File: src/rtl/t_pulse_gen.sv
// Programmable toggle-command generator: on start, emits `count` single-cycle
// pulses on t_out spaced `period` cycles apart, then a one-cycle done strobe.
module t_pulse_gen #(
  parameter int CNT_W = 8
) (
  input  logic             clk,
  input  logic             rst,
  input  logic             start,
  input  logic [CNT_W-1:0] period,
  input  logic [CNT_W-1:0] count,
  input  logic             abort,
  output logic             t_out,
  output logic             busy,
  output logic             done,
  output logic [CNT_W-1:0] pulses_left
);

  localparam logic [1:0] S_IDLE = 2'd0;
  localparam logic [1:0] S_RUN  = 2'd1;
  localparam logic [1:0] S_FIN  = 2'd2;

  logic [1:0]       r_state;
  logic [CNT_W-1:0] r_timer;
  logic [CNT_W-1:0] r_period_m1;
  logic [CNT_W-1:0] r_pulses_left;
  logic             r_t_out;
  logic             r_busy;
  logic             r_done;

  // A period of 0 behaves as 1, so the reload value saturates at 0.
  logic [CNT_W-1:0] w_period_m1;
  assign w_period_m1 = (period == '0) ? '0 : (period - CNT_W'(1));

  always_ff @(posedge clk or posedge rst) begin
    if (rst) begin
      r_state       <= S_IDLE;
      r_timer       <= '0;
      r_period_m1   <= '0;
      r_pulses_left <= '0;
      r_t_out       <= 1'b0;
      r_busy        <= 1'b0;
      r_done        <= 1'b0;
    end else begin
      r_t_out <= 1'b0;
      r_done  <= 1'b0;
      case (r_state)
        S_IDLE: begin
          if (start) begin
            if (count != '0) begin
              r_period_m1   <= w_period_m1;
              r_timer       <= w_period_m1;
              r_pulses_left <= count;
              r_busy        <= 1'b1;
              r_state       <= S_RUN;
            end else begin
              r_state <= S_FIN;
            end
          end
        end
        S_RUN: begin
          // Abort wins over a pulse that would fire on the same edge.
          if (abort) begin
            r_state       <= S_IDLE;
            r_busy        <= 1'b0;
            r_pulses_left <= '0;
            r_timer       <= '0;
          end else if (r_timer != '0) begin
            r_timer <= r_timer - CNT_W'(1);
          end else begin
            r_t_out <= 1'b1;
            r_timer <= r_period_m1;
            if (r_pulses_left != '0) begin
              r_pulses_left <= r_pulses_left - CNT_W'(1);
            end
            if (r_pulses_left <= CNT_W'(1)) begin
              r_state <= S_FIN;
            end
          end
        end
        S_FIN: begin
          r_done  <= 1'b1;
          r_busy  <= 1'b0;
          r_state <= S_IDLE;
        end
        default: begin
          r_state <= S_IDLE;
          r_busy  <= 1'b0;
        end
      endcase
    end
  end

  assign t_out       = r_t_out;
  assign busy        = r_busy;
  assign done        = r_done;
  assign pulses_left = r_pulses_left;

endmodule

File: config.mk
export PLATFORM = sky130hd
export DESIGN_NAME = t_pulse_gen
export DESIGN_NICKNAME = d
export VERILOG_FILES = /design/src/rtl/t_pulse_gen.sv
export SDC_FILE = /design/constraint.sdc
export NUM_CORES = 1
export LEC_CHECK = 0
export ABC_CLOCK_PERIOD_IN_PS = 5920
export CAP_MARGIN = 20
export CORE_MARGIN = 3
export CORE_UTILIZATION = 59
export DETAILED_ROUTE_END_ITERATION = 12
export DONT_BUFFER_PORTS = 1
export MAX_ROUTING_LAYER = met4
export PLACE_DENSITY_LB_ADDON = 0.3
export SLEW_MARGIN = 20
export SYNTH_ARGS = -nofsm -noshare
export SYNTH_HDL_FRONTEND = slang
export SYNTH_SLANG_ARGS = --single-unit
File: constraint.sdc
create_clock -name clk -period 5.92 [get_ports clk]
set_input_delay 1.184 -clock clk [delete_from_list [all_inputs] [get_ports clk]]
set_output_delay 1.184 -clock clk [all_outputs]
set_load 0.05 [all_outputs]
* After elaboration in Yosys (flattened, before gate mapping)
Index checks and enable logic that the tools add are counted.
** Word-level totals
- Bits of input ports :: 20
- Register bits after elaboration :: 29
- Output and inout port bits :: 11
- Logic and storage cells :: 56
** Operators by class
- Reductions and logical operators :: 11
- Eq/ne operators :: 8
- Order comparisons :: 1
- Mux-type cells :: 26
- Add/subtract/negate cells :: 3
** Operator list (number)
- $mux W8 :: 10
- $pmux W8 S2 :: 2
- $reduce_bool A8 Y1 :: 3
- $sub A8 B1 Y8 const B :: 3
- $reduce_and A3 Y1 :: 4
- $mux W2 :: 5
- $ne A3 B3 Y1 const B :: 3
- $le A8 B1 Y1 const B :: 1
- $logic_not A8 Y1 :: 1
- $mux W1 :: 7
- $ne A2 B2 Y1 const B :: 3
- $reduce_and A5 Y1 :: 1
- $pmux W2 S2 :: 1
- $eq A2 B1 Y1 const B :: 1
- $eq A2 B2 Y1 const B :: 1
- $logic_not A2 Y1 :: 1
- $pmux W1 S2 :: 1
- $reduce_bool A2 Y1 :: 1

* Depth between registers and ports, before layout
- Depth in word-level cells :: 5
- Depth in mapped cells :: 7
- Depth with buffers taken out :: 6

* Worst setup path after synthesis
Ideal clock, no wire load.
- Path kind :: input -> register
- From :: in count[4]
- To :: reg r_timer[3]
- Required time :: 5795 ps
- Path slack :: 3162 ps
- Buffers on the path :: 1
- Arrival :: 2633 ps
- Stages on the path :: 5
- Setup time :: 125 ps
- Cell sequence :: or4_4 o211a_4 or2_0 buf_6 mux2_4
** Between the ends
- Longest elaborated chain between the ends :: 3
** Ends and longest elaborated chain
- start: declaration :: RTL line 10 : input logic [CNT_W-1:0] count,
- $reduce_bool A8 Y1 :: RTL line 49 : if (count != '0) begin
- $ne A2 B2 Y1 (no source line)
- $reduce_and A3 Y1 (no source line)
- end signal: assignment :: RTL line 51 : r_timer <= w_period_m1;
- end signal: assignment :: RTL line 68 : r_timer <= r_timer - CNT_W'(1);
- end signal: assignment :: RTL line 71 : r_timer <= r_period_m1;
- end: declaration :: RTL line 23 : logic [CNT_W-1:0] r_timer;
No other way between the ends.
A chain may end at the register's enable or synchronous reset.

* Final worst setup path
Same ends and word-level chain as after synthesis.

==> results.cfg <==
[outcome]
status = finished clean

[logic_synthesis]
yosysTopAreaCellShare_pct = 35.63
yosys_warnings = 0
synth_nets = 249
synth_compound_area_share_pct = 28.19
synth_edf_count = 0
yosysTopAreaCell = dfrtp_1
synthTopCellsByArea = dfrtp_1 (36%), ha_1 (3.7%), nor3_1 (3.7%), inv_1 (3.1%), nand2_1 (2.8%)
synthArstFlopShare_pct = 100.0
synth_fa_ha_area_share_pct = 3.686
netlist_area_um2 = 2037
syn_avg_cell_area_um2 = 9.134
ys_ff_latch = 29
synth_seq_area_share_pct = 35.63
syn_inst = 223
yosys.cell_types.count = 62
synth_mux_area_share_pct = 1.781
synth-simple-area-share_pct = 23.46
synth_flop_cell = dfrtp_1
synthXorXnorAreaFrac_pct = 1.290
synth_top_family_by_area = compound AO/OA/AOI/OAI gates

[setup_path]
worstPathCellList = or4_4 > o211a_4 > or2_0 > mux2_4
start_kind = input port
crit_type = in -> reg
cpMaxStageDelayCell = or4_4
arrival_ps = 2880
end_kind = register
cp.required_ps = 6140
slowest_delay_ps = 540
worstPathMaxFanout = 15
reg2reg_slack_ps = 3430

[place]
dp_slack_ps = 2929
gp_congestion = 0.9295
hpwlAfterDp_um = 3853
portBuffers = 0

[clock_network]
cts_hold_repair.buffers = 0
cts-resized-gates = 0
clockRootBuffer = clkbuf_4
clock-sinks = 29
clkSlewWorstSetupHoldPaths_ps = 90
cts_tree = yes
cts.repair_timing.setup_buffer_count = 0
cts_made_buffers = 5
htreeDepth = 2
clk_latency_ps = 330
clockBufferDepth = 2

[route]
antenna_left = 0
first_iter_violations = 262
via_per_inst = 7.034
wl_per_cell_um = 19.86
via_count = 1864
first_pass_iters = 5
routed_wl_um = 5263
drc = 0

[floorplanning]
fp.dieH_um = 64.76
rows = 20
io_pins = 31
coreArea_um2 = 3178
die_w_um = 64.76
initial_utilization_pct = 64.09
dieArea_um2 = 4193

[timing]
layout_min_cycle_time_ps = 2664
tightest_slew_ps = 897.0
setup_viol = 0
slew_violations = 0
setup_tns_ps = 0
rsz0062_at_grt = no
slew_headroom_pct = 40.04
hold_viol = 0
fin_ws_ps = 3256
fin_hold_ws_ps = 494.6
period_share_pct = 45.00
skew_ps = 21.19
fmax_mhz = 375.4

[finish]
syn_to_final_growth_pct = 4.300
fin_util_pct = 66.85
diodes = 0
finalNetCount = 247
n_fill_cell = 282
drive_above_1_share_pct = 11.76

[power]
swShare_pct = 51.87
peakVddDrop_uv = 320.3
pwr-share-seq_pct = 47.2
p_int_mw = 0.5221
power_mw = 1.085
p_sw_mw = 0.5628
power.leakage_nw = 0.8360
pwr-share-clk_pct = 11.5
p_comb_share_pct = 41.3
power.density_nw_per_um2 = 510.7

[global_routing]
grt_max_degree = 20
grt_antenna_before_repair = 0
grt_pass1_wl_um = 8942
overflow = 0
grt_usage_pct = 28.62
first_global_vias = 1795

[job]
cap_violations = 0

[worst_hold_path]
hold_class = reg -> reg
==> cell type report <==
type                       instances  area (µm²)  area share, %
multi-input combinational        165        1195          56.24
sequential                        29       725.7          34.16
inverter                          17       63.81          3.004
clock buffer                       7       55.05          2.591
tap                               44       55.05          2.591
timing repair buffer               3       30.03          1.413
==> power groups by stage <==
stage / Sequential (mW) / Combinational, mW / Clock (mW)
global route: 0.526 / 0.501 / 0.138
floorplan: 0.468 / 0.363 / 0
global placement: 0.505 / 0.424 / 0
finish: 0.512 / 0.448 / 0.124
detailed placement: 0.512 / 0.438 / 0
CTS: 0.507 / 0.441 / 0.126
==> metal layers <==
layer  GRT usage, %  vias to the layer above  share of wire, %
li1               -                      851                 -
met1          39.93                      870                43
met2          40.74                      127                45
met3          7.799                       16                10
met4          8.443                        0               1.9
met5              -                        -                 0
==> synthesized netlist by cell type (all sizes together) (3+ instances only) <==
library cell   n
a31oi          8
clkbuf         6
or3b           4
o22ai          3
xnor2          3
or4            3
o311ai         4
a22o           3
o221ai         3
inv           17
o211ai         4
or3            5
nor3b          3
nand2         15
nor4           8
nor2          10
o31ai          4
a21oi          6
ha             6
nor3          15
a32oi          3
buf            6
a211o          4
o21ai         11
dfrtp         29
nand3          3
==> critical path, delay by kind of cell <==
kind,cells,cell delay [ps]
AO/OA/AOI/OAI,1,340
multiplexers,1,380
AND/OR/NAND/NOR,2,970
==> path summary, 6_finish.rpt <==
check                               start        endpoint  cells past startpoint
max                              count[4]      r_timer[3]                      4
min                        r_period_m1[2]  r_period_m1[2]                      2
max reg2reg                    r_timer[0]  pulses_left[0]                      6
min reg2reg                r_period_m1[2]  r_period_m1[2]                      2
max in group asynchronous             rst  r_period_m1[3]                      2
min in group asynchronous             rst  pulses_left[6]                      1
==> state kept, by name, indices dropped and copies added, names as in the netlist <==
register     flops
pulses_left      8
r_state          2
t_out            1
done             1
r_period_m1      8
r_timer          8
busy             1
==> kinds of logic after synthesis <==
| kind of cell | count (synthesis) |
|---|---|
| and+or+nand+nor | 80 |
| adders and majority gates | 6 |
| DFF | 29 |
| muxes | 3 |
| AOI/OAI and AO/OA | 73 |
| xor gates and xnor gates | 3 |
| buffers and inverters | 29 |
==> cells in the final DEF (no fill, tap or decap), types with 3 or more instances in the layout <==
| master | n |
|---|---|
| dfrtp_1 | 29 |
| inv_1 | 17 |
| nand2_1 | 15 |
| nor3_1 | 14 |
| nor2_1 | 10 |
| o21ai_0 | 9 |
| a31oi_1 | 8 |
| nor4_1 | 6 |
| a21oi_1 | 6 |
| ha_1 | 6 |
| or3_1 | 5 |
| clkbuf_4 | 5 |
| a211o_1 | 4 |
| o211ai_1 | 4 |
| o31ai_1 | 4 |
| nor3b_1 | 3 |
| a32oi_1 | 3 |
| nand3_1 | 3 |
| o221ai_1 | 3 |
| a22o_1 | 3 |
| or3b_2 | 3 |
| xnor2_1 | 3 |
==> per-stage QoR <==
stage / cell area (µm²) / cells
2_1_floorplan: 2037 / 223
3_3_place_gp: 2049 / 257
3_5_place_dp: 2064 / 258
4_1_cts: 2120 / 265
5_1_grt: 2125 / 265
6_report: 2125 / 265
No activity file was read; power rests on OpenSTA's default activity.
